## src/rtl/present_pkg.sv

```systemverilog
// Shared constants, S-box tables, key-schedule helpers and FSM encoding
// for the PRESENT-80 decryptor.
package present_pkg;

  localparam int DW = 64;
  localparam int KW = 80;
  localparam int RW = 5;

  localparam logic [RW-1:0] ROUNDS = 5'd31;

  // nibble x of each table lives at bits [4x+3:4x]
  localparam logic [63:0] SBOX_TBL  = 64'h21748FE3DA09B65C;
  localparam logic [63:0] ISBOX_TBL = 64'hA970364BD21C8FE5;

  typedef enum logic [1:0] {
    IDLE,
    KEYEXP,
    DEC,
    FIN
  } state_t;

  function automatic logic [3:0] sbox(input logic [3:0] x);
    return SBOX_TBL[{x, 2'b00} +: 4];
  endfunction

  function automatic logic [3:0] isbox(input logic [3:0] x);
    return ISBOX_TBL[{x, 2'b00} +: 4];
  endfunction

  function automatic logic [KW-1:0] key_fwd(
    input logic [KW-1:0] k,
    input logic [RW-1:0] r
  );
    logic [KW-1:0] t;
    t = {k[18:0], k[79:19]};
    t[79:76] = sbox(t[79:76]);
    t[19:15] = t[19:15] ^ r;
    return t;
  endfunction

  // exact inverse of key_fwd for the same round value
  function automatic logic [KW-1:0] key_inv(
    input logic [KW-1:0] k,
    input logic [RW-1:0] r
  );
    logic [KW-1:0] t;
    t = k;
    t[19:15] = t[19:15] ^ r;
    t[79:76] = isbox(t[79:76]);
    return {t[60:0], t[79:61]};
  endfunction

endpackage

```

## src/rtl/present_inv_sbox.sv

```systemverilog
// 4-bit PRESENT inverse S-box lookup.
module present_inv_sbox
  import present_pkg::*;
(
  input  logic [3:0] a,
  output logic [3:0] y
);

  assign y = ISBOX_TBL[{a, 2'b00} +: 4];

endmodule

```

## src/rtl/present80_dec.sv

```systemverilog
// PRESENT-80 iterative decryptor: forward key expansion, then 31 inverse rounds.
// Optional key cache enabled by defining PRESENT80_DEC_KEYCACHE_EN.
module present80_dec
  import present_pkg::*;
(
  input  logic          clk,
  input  logic          rst,
  input  logic          start,
  input  logic [KW-1:0] key,
  input  logic [DW-1:0] indata,
  output logic [DW-1:0] outdata,
  output logic          busy,
  output logic          done
);

  state_t        state, nstate;
  logic [KW-1:0] keyreg, key_n;
  logic [DW-1:0] datareg, data_n;
  logic [RW-1:0] round, round_n;
  logic [DW-1:0] out_n;
  logic          done_n;

  logic [DW-1:0] mix, perm, inv;

  assign mix = datareg ^ keyreg[79:16];

  // bit that the forward layer sent to 16*i mod 63 returns to i
  for (genvar i = 0; i < 63; i++) begin : g_perm
    assign perm[i] = mix[(16 * i) % 63];
  end
  assign perm[63] = mix[63];

  for (genvar n = 0; n < 16; n++) begin : g_sb
    present_inv_sbox u_isb (
      .a (perm[4*n +: 4]),
      .y (inv[4*n +: 4])
    );
  end

`ifdef PRESENT80_DEC_KEYCACHE_EN
  logic [KW-1:0] ukey, ck_key, ck_k32;
  logic          ck_vld, hit;
  assign hit = ck_vld && (key == ck_key);
`endif

  assign busy = (state != IDLE);

  always_comb begin
    nstate  = state;
    key_n   = keyreg;
    data_n  = datareg;
    round_n = round;
    out_n   = outdata;
    done_n  = 1'b0;
    unique case (state)
      IDLE: begin
        // a start in the done cycle is dropped
        if (start && !done) begin
          data_n = indata;
`ifdef PRESENT80_DEC_KEYCACHE_EN
          if (hit) begin
            key_n   = ck_k32;
            round_n = ROUNDS;
            nstate  = DEC;
          end else begin
            key_n   = key;
            round_n = 5'd1;
            nstate  = KEYEXP;
          end
`else
          key_n   = key;
          round_n = 5'd1;
          nstate  = KEYEXP;
`endif
        end
      end
      KEYEXP: begin
        key_n = key_fwd(keyreg, round);
        if (round == ROUNDS) nstate = DEC;
        else round_n = round + 5'd1;
      end
      DEC: begin
        data_n  = inv;
        key_n   = key_inv(keyreg, round);
        round_n = round - 5'd1;
        if (round == 5'd1) nstate = FIN;
      end
      FIN: begin
        out_n  = mix;
        done_n = 1'b1;
        nstate = IDLE;
      end
    endcase
  end

  always_ff @(posedge clk or posedge rst) begin
    if (rst) begin
      state   <= IDLE;
      keyreg  <= '0;
      datareg <= '0;
      round   <= '0;
      outdata <= '0;
      done    <= 1'b0;
    end else begin
      state   <= nstate;
      keyreg  <= key_n;
      datareg <= data_n;
      round   <= round_n;
      outdata <= out_n;
      done    <= done_n;
    end
  end

`ifdef PRESENT80_DEC_KEYCACHE_EN
  always_ff @(posedge clk or posedge rst) begin
    if (rst) begin
      ukey   <= '0;
      ck_key <= '0;
      ck_k32 <= '0;
      ck_vld <= 1'b0;
    end else begin
      if (state == IDLE && start && !done) ukey <= key;
      if (state == KEYEXP && round == ROUNDS) begin
        ck_key <= ukey;
        ck_k32 <= key_n;
        ck_vld <= 1'b1;
      end
    end
  end
`endif

endmodule

```

## config.mk

```make
export PLATFORM = sky130hd
export DESIGN_NAME = present80_dec
export DESIGN_NICKNAME = d
export VERILOG_FILES = /design/src/rtl/present_pkg.sv /design/src/rtl/present_inv_sbox.sv /design/src/rtl/present80_dec.sv
export SDC_FILE = /design/constraint.sdc
export NUM_CORES = 1
export LEC_CHECK = 0
export BUFFER_PORTS_ARGS = -buffer_cell sky130_fd_sc_hd__buf_2
export CORE_UTILIZATION = 58
export CTS_CLUSTER_SIZE = 10
export DETAILED_ROUTE_END_ITERATION = 12
export GPL_ROUTABILITY_DRIVEN = 0
export HOLD_SLACK_MARGIN = 0.08
export PLACE_DENSITY = 0.81
export SLEW_MARGIN = 20
export SYNTH_ARGS = -nofsm -noshare
export SYNTH_HDL_FRONTEND = slang
export SYNTH_SLANG_ARGS = --single-unit
```

## constraint.sdc

```tcl
create_clock -name clk -period 6.9 [get_ports clk]
set_clock_uncertainty 0.1 [all_clocks]
set_input_delay 0.345 -clock clk [delete_from_list [all_inputs] [get_ports clk]]
set_output_delay 0.345 -clock clk [all_outputs]
set_load 0.02 [all_outputs]
```

# After elaboration in Yosys (flattened, before gate mapping)
# Cells that the tools add are included.
[op_classes]
shifts = 18
eq_ne = 9
add_sub_neg = 2
n_mux = 12
bitwise = 3
reduce_logical = 10
[op_table]
columns = ["op", "n"]
rows = [
  ["indexed part select 64 x 7 -> 4 bit (first input constant)", 18],
  ["one-hot mux 80 bit (3 select lines)", 1],
  ["one-hot mux 64 bit (2 select lines)", 1],
  ["2-to-1 mux 80 bit", 1],
  ["2-to-1 mux 64 bit", 1],
  ["XOR 64 bit", 1],
  ["one-hot mux 5 bit (3 select lines)", 1],
  ["2-to-1 mux 5 bit", 2],
  ["XOR 5 bit", 2],
  ["!= test 2 bit (second input constant)", 4],
  ["one-hot mux 2 bit (4 select lines)", 1],
  ["2-to-1 mux 2 bit", 3],
  ["AND reduction 3 bit", 2],
  ["adder 5 x 1 -> 5 bit (second input constant)", 1],
  ["equality test 5 x 1 -> 1 bit (second input constant)", 1],
  ["equality test 5 bit (second input constant)", 1],
  ["subtractor 5 x 1 -> 5 bit (second input constant)", 1],
  ["equality test 2 bit (second input constant)", 2],
  ["AND reduction 2 bit", 2],
  ["nonzero test 2 bit", 2],
  ["nonzero test 3 bit", 1],
  ["equality test 2 x 1 -> 1 bit (second input constant)", 1],
  ["logical NOT 2 bit", 1],
  ["logical AND 1 bit", 1],
  ["2 further kinds", 2],
]
[totals]
out_inout_bits = 66
register_bits = 216
wordCells = 60
in_bits = 147

# Logic depth before layout (Yosys ltp)
[logic_depth]
depth_word = 4
ltp_mapped = 9
mapped_depth_nobuf = 8

# Modules after synthesis
# From an unflattened synthesis, not the netlist that was laid out.
[unflattened]
cells_unflattened = 1507
hier_area_um2 = 14562.7
[modules_own_cells]
columns = ["mod", "seq_area_each_um2", "n_inst", "area_per_inst_um2", "cells_each"]
rows = [
  ["present80_dec", 5405.2, 1, 11099.4, 1059],
  ["present_inv_sbox", 0.0, 16, 216.5, 28],
]

# Worst setup path after synthesis
# OpenSTA, ideal clock, no wires.
[synth_timing]
path_kind = "register -> register"
startpoint = "register keyreg[76]"
endpoint = "register keyreg[16]"
arrival_time_ps = 1816
setup_time_ps = 132
stages_incl_launch_ff = 6
t_required_ps = 6668
path_slack_ps = 4852
path_cell_list = "dfrtp_1 inv_1 ha_1 mux4_2 a221oi_2 o22ai_1"
[synth_via]
elab_chain_len = 2
[synth_lines]
columns = ["element", "line", "source"]
rows = [
  ["from (decl)", "present80_dec.sv:17", "logic [KW-1:0] keyreg, key_n;"],
  ["from (signal assigned)", "present80_dec.sv:106", "keyreg <= key_n;"],
  ["indexed part select 64 x 7 -> 4 bit", "present_pkg.sv:27", "return ISBOX_TBL[{x, 2'b00} +: 4];"],
  ["one-hot mux 80 bit (3 select lines)", "present80_dec.sv:55", "unique case (state)"],
]
# Every way passes these cells.
# A chain may end at the register's enable or synchronous reset.

# Worst setup path in the final report
[layout_timing]
startpoint = "register state[0]"
endpoint = "register keyreg[8]"
[layout_via]
elab_chain_len = 3
[layout_lines]
columns = ["element", "line", "source"]
rows = [
  ["from (decl)", "present80_dec.sv:16", "state_t state, nstate;"],
  ["from (signal assigned)", "present80_dec.sv:105", "state <= nstate;"],
  ["equality test 2 bit (tied with other cells)", "present80_dec.sv:55", ""],
  ["nonzero test 3 bit (no line) or != test 2 bit (tied branches)", "-", ""],
  ["AND reduction 2 bit (no line)", "-", ""],
]
# Several ways; a longest one is shown, not always the timed one.

==> run metrics <==
Setup violations, final=0; # clock sinks=216; layout cells sized above 1=17.5%; fin. max-slew vios=0; Final Worst Setup Slack=~3.4 ns; Synth-to-Final Area Change=20.3%; crit path launch type=register; vias per inst=6.34; clock-pin slew on the worst setup and hold paths=0.06 ns; syn_area_per_cell=9.23 sq um; worst-skew pair later-pin latency=~0.55 ns; Iter 0 DRT Violations=1701; worst r2r path cells=7; pin count of the biggest net entering global routing=151; vias in the first global route=13023; Core Util, Final=70.9%; Setup Total Neg Slack=0 ns; routed metal-1 wire length=17.6 mm; Worst EP arrival=3.86 ns; # diodes=0; min Tclk post-route=between 3 and 4 ns; final hold violation count=0; DIE AREA=25300 sq um; antenna violations before repair=0; synth unique cells=62; clk buf depth=3; GRT Total Usage=35.9%; Mapped Area=14300 sq um; Die Y=159 microns; grt ovf=0; Mapped Cells=roughly 1500; commonest register cell after synthesis=dfrtp_1; cell chain of the critical path=inv_1 > ha_2 > nand2_4 > nand2b_4 > buf_4 > nand2_1 > o31ai_1; status=finished clean; # IOs=about 210; met2 routed WL=20.7 mm; Critical Path Fanout Max=116; Post-Route WL=approximately 46 mm; DR vias=13512; FP Rows=57; DP HPWL=30.4 mm; Peak Freq=0.284 GHz; first-pass GRT wire length=71.3 mm; post-synth top area cell=dfrtp_1; CTS root buf=clkbuf_16; relative slew slack=24.8%; Worst Tran Pin Value=1.12 ns; Post-DRT Antenna Nets=0; Worst Setup End Kind=register; share of the yosys chip area belonging to registers=37.8%; Resized cells post-CTS=0; Place WS=roughly 3.5 ns; hold path cells=3; post-synth top area share=37.8%; Top Metal Used=met4; Layout fillers=1809; Yosys reg bits=216; Area contributors post-synth=dfrtp_1 (38%), ha_1 (10%), nor2_1 (5.4%), a21oi_1 (5.1%), a221oi_1 (4.9%); routed wl met3=between 5 and 6 mm; hold_buf cts=102; cts bufs inserted=26; fin nets=between 2000 and 2500; CTS tree=yes; Setup CP Type=reg -> reg; max_cap viols=0; final worst path period share=51.0%; H-tree levels=1; Die Width=between 150 and 200 microns; post-DR wirelength/cell=21.4 microns; RSZ-0062 raised after global routing=no; Yosys warning total=0; slowest stage cell, crit path=buf_4; post-synth net total=1813; Residual DRC=0; Initial Utilization=58.9%; slowest cell delay on critical path=0.83 ns; Synth async-reset ratio=100%; Hold/Removal Path Class=in -> reg; Post-synth EDFFs=0; DRT Pass-1 Iters=6; Req. time, crit path=7.24 ns; Port Buffers=212; core area=between 20000 and 25000 sq um; Setup Buffers After CTS=0
synth_stat cells, types with 3 or more instances:
| master | number |
|---|---|
| xor2_2 | 8 |
| a2111oi_0 | 3 |
| a31oi_1 | 5 |
| a211oi_1 | 14 |
| nor2_2 | 3 |
| xnor2_2 | 11 |
| mux2_2 | 5 |
| nor3_1 | 15 |
| o22ai_1 | 44 |
| buf_2 | 33 |
| clkbuf_1 | 56 |
| o22a_1 | 5 |
| o2111ai_1 | 4 |
| xor2_1 | 28 |
| xnor2_1 | 56 |
| nor3b_1 | 16 |
| a221oi_1 | 80 |
| nand2b_1 | 3 |
| nand4_1 | 3 |
| dfrtp_1 | 216 |
| o21ai_1 | 14 |
| o211ai_1 | 3 |
| nor2_1 | 204 |
| nand2_1 | 135 |
| inv_1 | 58 |
| a21oi_1 | 147 |
| buf_1 | 5 |
| buf_4 | 9 |
| o31ai_1 | 76 |
| inv_2 | 4 |
| ha_1 | 117 |
| mux2i_1 | 37 |
| a21boi_0 | 3 |
| mux4_2 | 12 |
| nand3_1 | 5 |
| o21ai_0 | 78 |
layer usage:
| layer | global-route usage, % | up-vias |
|---|---|---|
| li1 | - | 6047 |
| met1 | 47.5 | 6507 |
| met2 | 55.9 | 833 |
| met3 | 7.84 | 125 |
| met4 | 18.2 | 0 |
| met5 | 0.189 | - |
worst max-delay path, delay by kind of cell (launching register included):
kind	cells	cell delay, ns
AO/OA/AOI/OAI	1	0.13
adder cells (fa/ha/maj)	1	0.71
buffers and inverters	2	1.01
flip-flops	1	0.43
AND/OR/NAND/NOR	3	0.92
metrics by stage:
stage / std cells / area [sq um] / hold slack [ns]
after global routing: 2131 / 17200 / 0.0950
after detailed placement: 1995 / 15500 / 0.395
after CTS: 2131 / 17200 / 0.0804
after floorplan: 1549 / 14300 / 0.370
after global placement: 1995 / 15500 / 0.387
final: 2131 / 17200 / 0.0781
placed cells by master, fill, tap and decap left out, types with 3 or more instances in the layout:
master,count
dfrtp_1,216
buf_2,212
nor2_1,204
a21oi_1,147
nand2_1,135
ha_1,113
dlygate4sd3_1,102
a221oi_1,80
o21ai_0,78
o31ai_1,76
inv_1,56
xnor2_1,56
o22ai_1,44
mux2i_1,37
xor2_1,28
clkbuf_16,26
nor3b_1,16
nor3_1,15
a211oi_1,14
o21ai_1,13
buf_4,13
mux4_2,12
xnor2_2,11
xor2_2,8
inv_2,5
nand3_1,5
a31oi_1,5
mux2_2,5
o22a_1,5
o2111ai_1,4
clkbuf_1,4
nor2_2,3
nand4_1,3
a21boi_0,3
o211ai_1,3
a2111oi_0,3
kinds of logic (layout without fill, tap and decap cells):
group | count (synthesis) | after routing | synth area share (%)
buf+inv | 165 | 423 | 4.86
flops | 216 | 216 | 37.8
fa+ha+maj | 117 | 117 | 10.2
xor+xnor | 106 | 106 | 7.89
mux | 56 | 56 | 5.16
simple gates | 391 | 391 | 11.2
compound gates | 498 | 498 | 22.8
state kept, by name, summed over array words and instances (netlist names):
signal / cells
datareg: 64
done: 1
keyreg: 80
outdata: 64
round: 5
state: 2
final timing paths:
kind                             start     endpoint  slack (ns)
max                           state[0]    keyreg[8]        3.38
min                            key[63]   keyreg[63]        0.08
max reg2reg                   state[0]    keyreg[8]        3.38
min reg2reg                outdata[42]  outdata[42]        0.41
max in group asynchronous          rst  datareg[43]        4.86
min in group asynchronous          rst  outdata[58]        0.41
area by class of cell:
class,instances,area [sq um],share of cell area [%]
multi-input combinational,1168,8240,48.0
sequential,216,5410,31.5
timing repair buffer,327,2180,12.7
clock buffer,31,679,3.95
tap,324,405,2.36
inverter,62,245,1.43
clock inverter,3,28.8,0.167
Power is not shown: default switching activity piles up to over one toggle a cycle in this logic, so the estimate is an artifact.
